**src/rtl/rvcpu_sim_pkg.sv**
```systemverilog
// rtl/rvcpu_sim_pkg.sv - shared run-control state encoding and tohost constants
package rvcpu_sim_pkg;

  typedef enum logic [2:0] {
    ST_HOLD    = 3'd0,
    ST_RUN     = 3'd1,
    ST_PASS    = 3'd2,
    ST_FAIL    = 3'd3,
    ST_TIMEOUT = 3'd4
  } run_state_t;

  localparam logic [31:0] TOHOST_ADDR_DEFAULT = 32'h0000_1000;
  localparam logic [31:0] PASS_CODE           = 32'h0000_0001;

endpackage

```
**src/rtl/sat_counter.sv**
```systemverilog
// rtl/sat_counter.sv - up-counter that sticks at all-ones; clr has priority over en
module sat_counter #(
  parameter int W = 8
) (
  input  logic         clk,
  input  logic         rst,
  input  logic         clr,
  input  logic         en,
  output logic [W-1:0] cnt
);

  logic [W-1:0] cnt_q;
  logic [W-1:0] cnt_d;

  always_comb begin
    cnt_d = cnt_q;
    if (clr) begin
      cnt_d = '0;
    end else if (en && (cnt_q != {W{1'b1}})) begin
      cnt_d = cnt_q + 1'b1;
    end
  end

  always_ff @(posedge clk or posedge rst) begin
    if (rst) begin
      cnt_q <= '0;
    end else begin
      cnt_q <= cnt_d;
    end
  end

  assign cnt = cnt_q;

endmodule

```
**src/rtl/rvcpu_run_ctrl.sv**
```systemverilog
// rtl/rvcpu_run_ctrl.sv - holds the core in reset, runs it, and watches tohost for the verdict
module rvcpu_run_ctrl
  import rvcpu_sim_pkg::*;
#(
  parameter int                RST_CYCLES     = 2,
  parameter int                TIMEOUT_CYCLES = 1000,
  parameter int                CNT_W          = 32,
  parameter int                ADDR_W         = 32,
  parameter int                DATA_W         = 32,
  parameter logic [ADDR_W-1:0] TOHOST_ADDR    = ADDR_W'(TOHOST_ADDR_DEFAULT)
) (
  input  logic              clk,
  input  logic              rst,
  input  logic              restart,
  input  logic              instr_retire,
  input  logic              mem_we,
  input  logic [ADDR_W-1:0] mem_addr,
  input  logic [DATA_W-1:0] mem_wdata,
  output logic              cpu_rst,
  output logic              done,
  output logic              pass,
  output logic              timeout,
  output logic [DATA_W-2:0] fail_code,
  output logic [CNT_W-1:0]  cycle_cnt,
  output logic [CNT_W-1:0]  retire_cnt
);

  localparam logic [CNT_W-1:0]  HOLD_LAST = CNT_W'(RST_CYCLES - 1);
  localparam logic [CNT_W-1:0]  RUN_LAST  = CNT_W'(TIMEOUT_CYCLES - 1);
  localparam logic [DATA_W-1:0] PASS_VAL  = DATA_W'(PASS_CODE);

  run_state_t        state_q, state_d;
  logic [DATA_W-2:0] fail_code_q, fail_code_d;
  logic [CNT_W-1:0]  hold_cnt;
  logic              tohost_hit;
  logic              hold_en, cycle_en, retire_en;

  always_comb begin
    state_d     = state_q;
    fail_code_d = fail_code_q;
    tohost_hit  = mem_we && (mem_addr == TOHOST_ADDR);
    case (state_q)
      ST_HOLD: begin
        if (hold_cnt == HOLD_LAST) state_d = ST_RUN;
      end
      ST_RUN: begin
        // A verdict store in the last RUN cycle beats the timeout.
        if (tohost_hit && (mem_wdata == PASS_VAL)) begin
          state_d = ST_PASS;
        end else if (tohost_hit && mem_wdata[0]) begin
          state_d     = ST_FAIL;
          fail_code_d = mem_wdata[DATA_W-1:1];
        end else if (cycle_cnt == RUN_LAST) begin
          state_d = ST_TIMEOUT;
        end
      end
      ST_PASS, ST_FAIL, ST_TIMEOUT: state_d = state_q;
      default: state_d = ST_HOLD;
    endcase
    if (restart) begin
      state_d     = ST_HOLD;
      fail_code_d = '0;
    end
  end

  always_ff @(posedge clk or posedge rst) begin
    if (rst) begin
      state_q     <= ST_HOLD;
      fail_code_q <= '0;
    end else begin
      state_q     <= state_d;
      fail_code_q <= fail_code_d;
    end
  end

  // cycle_cnt stops on the cycle the run ends, so it freezes at the last RUN index.
  assign hold_en   = (state_q == ST_HOLD) && !restart;
  assign cycle_en  = (state_q == ST_RUN) && (state_d == ST_RUN);
  assign retire_en = (state_q == ST_RUN) && instr_retire && !restart;

  sat_counter #(.W(CNT_W)) u_hold_cnt (
    .clk (clk),
    .rst (rst),
    .clr (restart),
    .en  (hold_en),
    .cnt (hold_cnt)
  );

  sat_counter #(.W(CNT_W)) u_cycle_cnt (
    .clk (clk),
    .rst (rst),
    .clr (restart),
    .en  (cycle_en),
    .cnt (cycle_cnt)
  );

  sat_counter #(.W(CNT_W)) u_retire_cnt (
    .clk (clk),
    .rst (rst),
    .clr (restart),
    .en  (retire_en),
    .cnt (retire_cnt)
  );

  assign cpu_rst   = (state_q != ST_RUN);
  assign done      = (state_q == ST_PASS) || (state_q == ST_FAIL) || (state_q == ST_TIMEOUT);
  assign pass      = (state_q == ST_PASS);
  assign timeout   = (state_q == ST_TIMEOUT);
  assign fail_code = fail_code_q;

endmodule
```
**config.mk**
```make
export PLATFORM = sky130hd
export DESIGN_NAME = rvcpu_run_ctrl
export DESIGN_NICKNAME = d
export VERILOG_FILES = /design/src/rtl/rvcpu_sim_pkg.sv /design/src/rtl/sat_counter.sv /design/src/rtl/rvcpu_run_ctrl.sv
export SDC_FILE = /design/constraint.sdc
export NUM_CORES = 1
export LEC_CHECK = 0
export ABC_AREA = 1
export BUFFER_PORTS_ARGS = -buffer_cell sky130_fd_sc_hd__buf_2
export CORE_AREA = 2 2 128 130
export DETAILED_ROUTE_END_ITERATION = 6
export DIE_AREA = 0 0 130 132
export PLACE_DENSITY = 0.85
export SETUP_SLACK_MARGIN = 0.2
export SYNTH_ARGS = -nofsm -noshare
export SYNTH_HDL_FRONTEND = slang
export SYNTH_HIERARCHICAL = 1
export SYNTH_SLANG_ARGS = --single-unit
```
**constraint.sdc**
```tcl
create_clock -name clk -period 2.9 [get_ports clk]
set_input_delay 0.145 -clock clk [delete_from_list [all_inputs] [get_ports clk]]
set_output_delay 0.145 -clock clk [all_outputs]
set_load 0.05 [all_outputs]
```
# ---- Yosys cells after proc, flatten, opt, wreduce, memory -nomap -nowiden
# Index checks and enable logic that the tools add are counted.
dict set report classes {
  add_sub_neg 3
  eq_ne 14
  mux 16
  reduce_logical 21
}
# operator count
set ops {}
lappend ops {{$mux W32} 6}
lappend ops {{$mux W31} 4}
lappend ops {{$add A32 B1 Y32 const B} 3}
lappend ops {{$ne A32 B32 Y1 const B} 3}
lappend ops {{$eq A32 B1 Y1 const B} 2}
lappend ops {{$eq A32 B10 Y1 const B} 1}
lappend ops {{$eq A32 B13 Y1 const B} 1}
lappend ops {{$mux W3} 5}
lappend ops {{$logic_and A1 B1 Y1} 10}
lappend ops {{$reduce_bool A2 Y1} 5}
lappend ops {{$pmux W3 S3} 1}
lappend ops {{$eq A3 B1 Y1 const B} 2}
lappend ops {{$eq A3 B2 Y1 const B} 2}
lappend ops {{$eq A3 B3 Y1 const B} 1}
lappend ops {{$logic_not A3 Y1} 1}
lappend ops {{$ne A3 B1 Y1 const B} 1}
lappend ops {{$reduce_and A3 Y1} 1}
lappend ops {{$reduce_or A3 Y1} 1}
lappend ops {{$logic_or A1 B1 Y1} 2}
lappend ops {{$ne A2 B2 Y1 const B} 1}
lappend ops {{$logic_not A1 Y1} 1}
dict set report totals {
  reg_bits 130
  inputBits 69
  word_cells 59
}

# ---- Logic depth before layout (Yosys ltp)
# Gate-level depths: netlist of run 1.
dict set report logic_depth {
  depth_word 12
  ltp_mapped 18
  depth_no_buf 17
}

# ---- Modules after synthesis
# Netlist of run 1, hierarchy kept.
# module n_inst cells_each area_each_um2 seq_area_each_um2
set by_module_without_submodules {}
lappend by_module_without_submodules {sat_counter 3 360 2274.7 800.8}
lappend by_module_without_submodules {rvcpu_run_ctrl 1 301 2049.5 850.8}

# ---- Least setup slack after synthesis of run 1
# OpenSTA, ideal clock, no wires.
dict set report synth_path {
  path_kind {reg2reg}
  from {register u_cycle_cnt.cnt_q[5] (netlist: u_cycle_cnt/cnt[5])}
  to {register u_cycle_cnt.cnt_q[19] (netlist: u_cycle_cnt/cnt[19])}
  arrival_time_ns 2.366
  slack_ns 0.468
  stages_incl_launch_ff 16
  n_path_buf 1
  cell_sequence {dfrtp_1 -> nand2_1 -> nor2_1 -> nand4_1 -> nor2_1 -> nand2_1 -> nand2_1 -> nand2_1 -> a21oi_1 -> nor2_1 -> nor2_1 -> inv_1 -> a21oi_1 -> buf_2 -> nand4_1 -> nand2_1}
}
dict set report synth_between {
  elab_chain_len 10
  elab_cells_between_ends 14
}
# item line
set synth_lines {}
lappend synth_lines {{from (decl)} sat_counter.sv:12} ;# logic [W-1:0] cnt_q;
lappend synth_lines {{from (signal assigned)} sat_counter.sv:28} ;# cnt_q <= cnt_d;
lappend synth_lines {{$eq A32 B10 Y1} rvcpu_run_ctrl.sv:53} ;# end else if (cycle_cnt == RUN_LAST) begin
lappend synth_lines {{$mux W3} rvcpu_run_ctrl.sv:53}
lappend synth_lines {{$mux W3} rvcpu_run_ctrl.sv:50} ;# end else if (tohost_hit && mem_wdata[0]) begin
lappend synth_lines {{$mux W3} rvcpu_run_ctrl.sv:48} ;# if (tohost_hit && (mem_wdata == PASS_VAL)) begin
lappend synth_lines {{$pmux W3 S3} rvcpu_run_ctrl.sv:42} ;# case (state_q)
lappend synth_lines {{$mux W3} rvcpu_run_ctrl.sv:60} ;# if (restart) begin
lappend synth_lines {{named net state_d[1]} rvcpu_run_ctrl.sv:32} ;# run_state_t state_q, state_d;
lappend synth_lines {{$eq A3 B1 Y1} rvcpu_run_ctrl.sv:78} ;# assign cycle_en = (state_q == ST_RUN) && (state_d == ST_RUN);
lappend synth_lines {{$logic_and A1 B1 Y1} rvcpu_run_ctrl.sv:78}
lappend synth_lines {{named net cycle_en} rvcpu_run_ctrl.sv:36} ;# logic hold_en, cycle_en, retire_en;
lappend synth_lines {{$logic_and A1 B1 Y1} sat_counter.sv:19} ;# end else if (en && (cnt_q != {W{1'b1}})) begin
lappend synth_lines {{$reduce_bool A2 Y1 (no source line)} -}
# The timed path passes the listed nets, and every way through them passes these cells. The select of a mux whose other input is x is not followed.
# A chain may end at the register's enable or synchronous reset.

# ---- Worst setup path in the final report of run 1
dict set report layout_path {
  from {register state_q[1]}
  to {register u_cycle_cnt.cnt_q[14] (netlist: u_cycle_cnt/cnt[14])}
}
dict set report layout_between {
  elab_chain_len 9
  elab_cells_between_ends 16
}
# item line
set layout_lines {}
lappend layout_lines {{from (decl)} rvcpu_run_ctrl.sv:32}
lappend layout_lines {{from (signal assigned)} rvcpu_run_ctrl.sv:71} ;# state_q <= state_d;
lappend layout_lines {{$mux W3} rvcpu_run_ctrl.sv:53}
lappend layout_lines {{$mux W3} rvcpu_run_ctrl.sv:50}
lappend layout_lines {{$mux W3} rvcpu_run_ctrl.sv:48}
lappend layout_lines {{$pmux W3 S3} rvcpu_run_ctrl.sv:42}
lappend layout_lines {{$mux W3} rvcpu_run_ctrl.sv:60}
lappend layout_lines {{$eq A3 B1 Y1} rvcpu_run_ctrl.sv:78}
lappend layout_lines {{$logic_and A1 B1 Y1 (*)} rvcpu_run_ctrl.sv:78}
lappend layout_lines {{named net cycle_en} rvcpu_run_ctrl.sv:36}
lappend layout_lines {{$logic_and A1 B1 Y1 (*)} sat_counter.sv:19}
lappend layout_lines {{$reduce_bool A2 Y1 (no source line) (*)} -}
# Mark *: on every way through the listed nets, which the timed path passes. The rest lies on a longest branch.

==> metrics.txt, run 1 <==
status=completed; relative slew slack=64.9%; layout cells sized above 1=17.6%; Distinct cells, synth=36; Die H=132 µm; Startpoint Class=flop; grt total ovfl=0; # placed instances=1751; Initial DRT Pass Iterations=6; Setup TNS=0 ns; Critical Path AT=2.77 ns; Synth async-reset ratio=100%; clock buffer depth=2; Period Utilization, post-route=84.7%; Max Clk Rate=407 MHz; worst hold margin=0.0542 ns; Static Leak=5.57 nW; worst setup margin=0.444 ns; Cell Pwr Density=417 nW/µm²; site row count=46; H-tree depth=4; placement-stage cell area=9900 µm²; number of flops mapped to enable cells by yosys=0; net count after synthesis=1453; most common cell after layout, fill and taps aside=nand2_1; Critical R2R Capture=u_cycle_cnt/cnt[14]; number of setup violations in the final report=0; area delta synth->final=22.7%; first-pass GRT wire length=43.0 mm; fin nets=1658; Post-Route Utilization=69.3%; Final Total Pwr=4.54 mW; Worst Max-Slew Pin Slew=0.524 ns; worst IR drop on VDD=403 µV; clk sink count=130; Final Hold Viols=0; vias per inst=5.47; Clock Latency Late Sink=0.43 ns; DP Wirelength=17.9 mm; sequential area share after synthesis=36.7%; ant diodes=0; final instance area=10900 µm²; WL/cell=14.5 µm; GRT Total Usage=30.5%; Synth Flop Type=dfrtp_1; Synth Instances=1381; Syn Std Cell Area=8870 µm²; final std cells w/o fill=1815; r2r startpoint=state_q[1]; CP Class=flop to flop; worst-path fanout max=21; fin crit period=2.46 ns; Hold Path End=state_q[2]; initial antenna violation count=0; Die X=130 µm; most frequent cells in the layout=nand2_1 (528), nor2_1 (241), buf_2 (167); R2R depth=14; Core Area=15700 µm²; Crit. End Element=flop; Post-Route WL=26.4 mm; Slew Limit Fails=0; synthesized flop and latch total=130; vias post-DR=9926; Required @ worst endpoint=3.21 ns; clock-pin slew on the worst setup and hold paths=0.06 ns; total CTS buffers=17; DRC Markers=0; skew final=0.00628 ns; worst min path class=input pin to flop; vias in the first global route=9101; die area=17200 µm²; remaining antenna violation count=0; HP Start=restart; RSZ-0062 raised after global routing=no; Synthesis Warnings=6; Starting Density=56.5%; Syn Area/Cell=6.43 µm²; largest net degree at the start of global routing=35; pre-CTS setup slack=0.366 ns; port bufs=167; 1st-iter DRT viols=985; Root Buffer=clkbuf_16; reg2reg setup slack=0.44 ns; CTS tree=built; Hold Path Depth=2; GPL Wtd Cong=0.915; io pins=168; total of max-cap violations=0
## layout make-up
cell class,count,area (µm²)
Multi-Input combinational cell,1095,4940
Fill cell,1301,4830
Sequential cell,130,3250
Timing Repair Buffer,219,1310
Clock inverter,15,230
Inverter,123,464
Clock buffer,17,425
Tap cell,216,270
## how the worst max path moves through the flow
stage	start	end	slack, ns	cells after the start
after CTS	state_q[1]	u_cycle_cnt/cnt[4]	0.34	14
after floorplan	u_cycle_cnt/cnt[5]	u_cycle_cnt/cnt[19]	0.47	15
final	state_q[1]	u_cycle_cnt/cnt[14]	0.44	14
after detailed placement	state_q[1]	u_cycle_cnt/cnt[4]	0.37	14
after global placement	state_q[1]	u_cycle_cnt/cnt[31]	0.42	14
after global routing	state_q[1]	u_cycle_cnt/cnt[19]	0.24	14
## critical path, cell delays in order (launching register included)
cell and delay [ns]:
dfrtp_1 0.45, nor2_1 0.21, nand2_1 0.17, nor2_1 0.14, nand3b_1 0.12, nor2_1 0.17, nor2_1 0.08, nand2_1 0.07
nand3_1 0.08, nor2_2 0.18, nand2_4 0.11, nand2_4 0.23, inv_4 0.17, nand2_1 0.09, nand2_1 0.06
## what timing repair did
item / CTS / global route
buffers inserted: 0 / 0
endpoints found under the hold margin: 161 / 0
endpoints found under the setup margin: 0 / 21
hold buffers: 32 / 0
resized for setup: 0 / 3
## cell usage after synthesis (6+ instances only)
master	instances	area [µm²]
and2_1	6	37.5
o21ai_2	9	78.8
nor2_2	12	75.1
xor2_1	9	78.8
inv_1	115	432
nand2_4	12	135
clkbuf_1	12	45.0
nand2_1	528	1980
nand2_2	9	56.3
buf_2	9	45.0
dfrtp_1	130	3250
nand4_1	38	238
o21bai_1	6	45.0
nand3b_1	6	45.0
nand3_1	126	631
nor2_1	242	908
nor3_1	7	35.0
buf_6	6	67.6
o21ai_0	40	200
nor4_1	7	43.8
a21oi_1	13	65.1
## report_power, final
part	switching [mW]	internal, mW
clock	0.881	1.54
sequential	0.00627	1.82
combinational	0.200	0.101
total	1.09	3.46
## cell families after synthesis
| logic type | Yosys count | synth area share (%) |
|---|---|---|
| adders and majority gates | 3 | 0.423 |
| and+or+nand+nor | 1008 | 49.3 |
| AOI/OAI and AO/OA | 72 | 4.74 |
| buffers and inverters | 156 | 7.74 |
| xor gates and xnor gates | 12 | 1.18 |
| DFF | 130 | 36.7 |
## per-layer routing
layer | up-vias | global-route usage (%) | share of wire (%)
met5 | - | 0 | 0
met4 | 0 | 11.2 | 2.3
met3 | 64 | 5.11 | 7.7
met2 | 485 | 49.7 | 49
met1 | 4612 | 40.6 | 41
li1 | 4765 | - | -
## flip-flops by register name, indices dropped and copies added, names as in the netlist
| name | cells |
|---|---|
| u_cycle_cnt/cnt | 32 |
| u_hold_cnt/cnt | 32 |
| u_retire_cnt/cnt | 32 |
| fail_code | 31 |
| state_q | 3 |
Power figures use the tool's default switching activity.
==> run 2, diff against run 1 <==
--- a/config.mk
+++ b/config.mk
@@ -5,12 +5,12 @@
 export SDC_FILE = /design/constraint.sdc
 export NUM_CORES = 1
 export LEC_CHECK = 0
-export ABC_AREA = 1
+export ABC_AREA = 0
 export BUFFER_PORTS_ARGS = -buffer_cell sky130_fd_sc_hd__buf_2
-export CORE_AREA = 2 2 128 130
+export CORE_AREA = 2 2 124 126
 export DETAILED_ROUTE_END_ITERATION = 6
-export DIE_AREA = 0 0 130 132
-export PLACE_DENSITY = 0.85
+export DIE_AREA = 0 0 126 128
+export PLACE_DENSITY = 0.8
 export SETUP_SLACK_MARGIN = 0.2
 export SYNTH_ARGS = -nofsm -noshare
 export SYNTH_HDL_FRONTEND = slang
==> constraint.sdc (replaced) <==
create_clock -name clk -period 2 [get_ports clk]
set_input_delay 0.1 -clock clk [delete_from_list [all_inputs] [get_ports clk]]
set_output_delay 0.1 -clock clk [all_outputs]
set_load 0.05 [all_outputs]
==> metrics.txt, run 2 <==
status=finished, violations left; failing checks=negative setup slack; Synth Instances=777; synth cell count leaders=dfrtp_1 (130), a21oi_1 (113), nand3_1 (64), o31ai_1 (45), or4_1 (42); Distinct cells, synth=44; GPL Wtd Cong=0.880; reg2reg setup slack=-0.56 ns; CTS tree=built; Worst Max-Slew Pin Slew=0.922 ns; worst setup margin=-0.564 ns; sequential area share after synthesis=45.8%; Starting Density=47.8%; die area=16100 µm²; site row count=45; skew final=0.0108 ns; Critical Path AT=2.84 ns; 1st-iter DRT viols=996; fin crit period=2.56 ns; Setup TNS=-33.08 ns; net count after synthesis=849; Root Buffer=clkbuf_16; Post-Route WL=28.9 mm; Die X=126 µm; Synth area leaders=dfrtp_1 (46%), a21oi_1 (8.0%), o31ai_1 (4.8%); Final Hold Viols=0; io pins=168; P_sw=1.77 mW; Critical R2R Capture=u_retire_cnt/cnt[31]; most common cell in the netlist=dfrtp_1; port bufs=167; Core Area=14900 µm²; CP Buf/Inv Count=3; clock buffer depth=2; area leader, netlist=dfrtp_1; H-tree depth=4; Die H=128 µm; DP Wirelength=15.4 mm; Storage cell area=3310 µm²; Clock Latency Late Sink=0.44 ns; placement-stage cell area=9620 µm²; vias in the first global route=8042; vias post-DR=8970; Hold Path Depth=4; clock-pin slew on the worst setup and hold paths=0.06 ns; most common cell after layout, fill and taps aside=buf_4; CP Class=flop to flop; Seq pwr share=39.7%; Max Clk Rate=390 MHz; area delta synth->final=63.7%; most frequent cells in the layout=buf_4 (186), buf_2 (163), dfrtp_1 (81); worst IR drop on VDD=698 µV; Crit. End Element=flop; final instance area=11600 µm²; DRC Markers=0; Static Leak=5.09 nW; R2R depth=11; Period Utilization, post-route=128%; Synthesis Warnings=6; GRT Total Usage=30.5%; number of flops mapped to enable cells by yosys=0; Slowest-stage cell, CP=dfrtp_1; Final Total Pwr=6.71 mW; Slew Limit Fails=0; Cell Pwr Density=578 nW/µm²; total CTS buffers=17; vias per inst=6.50; number of setup violations in the final report=97; largest net degree at the start of global routing=66; Crit path max-delay family=simple AND/OR/NAND/NOR gates; WL/cell=21.0 µm; switching portion of total power=26.4%; Hold Path End=state_q[2]; worst min path class=input pin to flop; Syn Std Cell Area=7100 µm²; Multi-input gate area=4420 µm²; Syn Area/Cell=9.14 µm²; Synth top area share=45.8%; relative slew slack=38.5%; CP Cell Sequence=nand2b_4 > nor2_4 > inv_4 > nor3b_4 > nand4_1 > nor3_4 > o311ai_4 > buf_6 > buf_4 > o31ai_1 > a21oi_2; clk sink count=130; fin nets=1251; ant diodes=0; synthesized flop and latch total=130; fillers=864; worst-path fanout max=6; total of max-cap violations=0; CP peak stage delay=0.38 ns; Synth Flop Type=dfrtp_1; first-pass GRT wire length=39.9 mm; grt total ovfl=0; remaining antenna violation count=0; initial antenna violation count=0; RSZ-0062 raised after global routing=yes; Crit. path cell count=11; layout cells sized above 1=51.2%; Internal=4.94 mW; Synth async-reset ratio=100%; Startpoint Class=flop; clock power share=48.7%; Comb pwr share=11.7%; r2r startpoint=state_q[1]; Initial DRT Pass Iterations=6; Required @ worst endpoint=2.28 ns; HP Start=restart
-- run 2: changes by cell type in the layout (fill, tap and decap cells not counted), sizes merged, moves of 45 or more --
cell	delta
nand2	-513
or4	+45
or3	+45
inv	-92
a21oi	+99
buf	+195
nand3	-63
o31ai	+45
nor2	-234
-- run 2: metal layers --
metal  GRT usage [%]  part of all wire [%]
met5               0                     0
met4            12.1                   4.5
met3            5.84                   8.7
met2            53.2                    51
met1            37.5                    36
-- run 2: worst max-delay path by stage --
stage | from | slack, ns | to
3_3_place_gp | state_q[1] | -0.47 | u_cycle_cnt/cnt[23]
4_1_cts | state_q[1] | -0.50 | u_cycle_cnt/cnt[21]
2_1_floorplan | state_q[1] | -0.49 | u_retire_cnt/cnt[19]
6_report | state_q[1] | -0.56 | u_retire_cnt/cnt[31]
5_1_grt | state_q[1] | -0.63 | u_retire_cnt/cnt[31]
3_5_place_dp | state_q[1] | -0.53 | u_cycle_cnt/cnt[21]
-- run 2: power groups by stage --
stage | registers [mW] | logic [mW] | clock network, mW
after global routing | 2.66 | 0.822 | 3.41
after CTS | 2.66 | 0.656 | 3.25
after detailed placement | 2.71 | 0.566 | 0
after floorplan | 2.73 | 0.275 | 0
final | 2.66 | 0.782 | 3.27
after global placement | 2.71 | 0.563 | 0
-- run 2: cell families (layout without fill, tap and decap cells) --
family                   Yosys count  after routing  synth area share [%]
AO/OA/AOI/OAI                    251            251                  21.0
AND/OR/NAND/NOR                  318            321                  26.9
adder cells (fa/ha/maj)            3              3                 0.529
multiplexers                       3              3                 0.423
flip-flops                       130            130                  45.8
XOR/XNOR                           9              9                  1.11
buffers and inverters             63            475                  4.23
-- run 2: layout make-up --
class | instances | share of cell area, %
multi-input cells | 587 | 38.0
flip-flops and latches | 130 | 28.5
repair buffers | 415 | 25.2
inverters | 28 | 1.00
well taps | 188 | 2.02
clock buffers | 18 | 3.69
clock inverters | 14 | 1.52
-- run 2: repair_timing --
action | in CTS | in global routing
resized for setup | 49 | 118
buffers inserted | 18 | 19
hold endpoints to repair | 161 | 0
gates cloned | 2 | 1
hold buffers | 32 | 0
pin swaps | 36 | 49
endpoints found under the setup margin | 98 | 132
-- run 2: through the flow --
step	setup slack, ns	util (%)	std cells	hold WS, ns
6_report	-0.564	78.2	1380	0.194
5_1_grt	-0.634	78.2	1380	0.189
4_1_cts	-0.500	73.7	1360	0.164
3_5_place_dp	-0.529	64.7	1276	0.279
3_3_place_gp	-0.466	64.7	1276	0.268
2_1_floorplan	-0.489	-	777	0.215
-- run 2: worst register-to-register path: cells and delay by family (launching register included) --
kind                   cells  cell delay [ns]
and+or+nand+nor            5             1.03
AOI/OAI and AO/OA          3             0.63
DFF                        1             0.38
buffers and inverters      3             0.37
==> run 3, diff against run 2 <==
--- a/config.mk
+++ b/config.mk
@@ -7,10 +7,10 @@
 export LEC_CHECK = 0
 export ABC_AREA = 0
 export BUFFER_PORTS_ARGS = -buffer_cell sky130_fd_sc_hd__buf_2
-export CORE_AREA = 2 2 124 126
+export CORE_AREA = 2 2 157 159
 export DETAILED_ROUTE_END_ITERATION = 6
-export DIE_AREA = 0 0 126 128
-export PLACE_DENSITY = 0.8
+export DIE_AREA = 0 0 159 161
+export PLACE_DENSITY = 0.48
 export SETUP_SLACK_MARGIN = 0.2
 export SYNTH_ARGS = -nofsm -noshare
 export SYNTH_HDL_FRONTEND = slang
==> metrics.txt, run 3 (synthesis gave the netlist of run 2 again) <==
status=finished, violations left; failing checks=negative setup slack; WL/cell=16.2 µm; Initial DRT Pass Iterations=5; largest net degree at the start of global routing=78; RSZ-0062 raised after global routing=yes; skew final=0.0118 ns; remaining antenna violation count=0; die area=25600 µm²; CP peak stage delay=0.41 ns; Starting Density=29.6%; Required @ worst endpoint=2.35 ns; area delta synth->final=58.6%; Cell Pwr Density=589 nW/µm²; Crit path max-delay family=simple AND/OR/NAND/NOR gates; vias post-DR=7811; Crit. End Element=flop; initial antenna violation count=0; io pins=168; total of max-cap violations=0; vias in the first global route=7844; Max Clk Rate=418 MHz; relative slew slack=41.5%; most frequent cells in the layout=buf_4 (187), buf_2 (164), a21oi_1 (99); clock buffer depth=2; CTS tree=built; H-tree depth=4; clock-pin slew on the worst setup and hold paths=0.06 ns; GPL Wtd Cong=0.758; 1st-iter DRT viols=354; vias per inst=5.22; placement-stage cell area=9800 µm²; worst min path class=input pin to asynchronous set/reset pin; Setup TNS=-18.28 ns; layout cells sized above 1=45.9%; CP Class=flop to flop; Period Utilization, post-route=120%; first-pass GRT wire length=39.6 mm; critical path's most frequent cell=nor3_4; Post-Route WL=24.3 mm; Static Leak=4.87 nW; Root Buffer=clkbuf_16; worst IR drop on VDD=471 µV; CP Cell Sequence=nand2b_4 > or3_4 > nor3_4 > nand4_1 > nor3_4 > o311ai_4 > buf_6 > or4_4 > a21oi_2; Die X=159 µm; Worst Max-Slew Pin Slew=0.877 ns; Final Total Pwr=6.63 mW; worst-path fanout max=7; DP Wirelength=16.5 mm; fin crit period=2.39 ns; site row count=57; Slew Limit Fails=0; DRC Markers=0; grt total ovfl=0; number of setup violations in the final report=82; pre-CTS setup slack=-0.465 ns; Clock Latency Late Sink=0.43 ns; ant diodes=0; Final Hold Viols=0; Startpoint Class=flop; worst setup margin=-0.392 ns; R2R depth=9; Slowest-stage cell, CP=or4_4; most common cell after layout, fill and taps aside=buf_4; final instance area=11300 µm²; Die H=161 µm; total CTS buffers=17; port bufs=167; fin nets=1231; CP Buf/Inv Count=1; clk sink count=130; Critical Path AT=2.74 ns; Core Area=24000 µm²; GRT Total Usage=18.9%; Crit. path cell count=9
==> run 3: final cells by class <==
class	count	area (µm²)
Clock buffer	20	457
Inverter	28	110
Timing Repair Buffer	396	2710
Sequential cell	130	3320
Multi-Input combinational cell	586	4100
Clock inverter	12	156
Tap cell	324	405
Fill cell	2355	12700
==> run 3: per-layer routing <==
layer | vias up | wire length, µm | GRT usage [%]
met1 | 3810 | 10900 | 24.3
met4 | 0 | 470 | 6.69
met3 | 30 | 900 | 3.44
met2 | 167 | 12000 | 32.0
met5 | - | 0 | 0
li1 | 3804 | - | -
==> run 3: final timing paths <==
| check | start | slack [ns] | end |
|---|---|---|---|
| max | state_q[1] | -0.39 | u_cycle_cnt/cnt[23] |
| min | rst | 0.18 | state_q[0] |
| max reg2reg | state_q[1] | -0.39 | u_cycle_cnt/cnt[23] |
| min reg2reg | fail_code[2] | 0.54 | fail_code[2] |
| max in group asynchronous | rst | 1.12 | u_hold_cnt/cnt[16] |
| min in group clk | restart | 0.35 | u_cycle_cnt/cnt[8] |
==> run 3: where the power goes <==
group          total, mW  internal, mW  switching [mW]  leakage (nW)
Clock               3.29          2.03            1.26         0.289
Sequential          2.67          2.65          0.0184          1.73
Combinational      0.669         0.272           0.396          2.85
==> run 3: timing repair <==
item                       4_1_cts  5_1_grt
gates resized for setup         30       51
hold endpoints to repair       141        0
cloned                           2        1
setup endpoints to repair       99      131
hold buffers                    32        0
pin swaps                       33       29
setup buffers                   10        8
==> run 3: tightest hold or removal path, delay by kind of cell <==
kind | cells | cell delay, ns
buffers and inverters | 3 | 0.85
==> run 3: per-stage QoR <==
step           utilization, %  instances  hold WS [ns]
6_report                 47.0       1496         0.175
5_1_grt                  47.0       1496         0.182
4_1_cts                  45.8       1487         0.172
3_5_place_dp             40.9       1411        0.0198
3_3_place_gp             40.9       1411        0.0198
2_1_floorplan               -        777         0.215
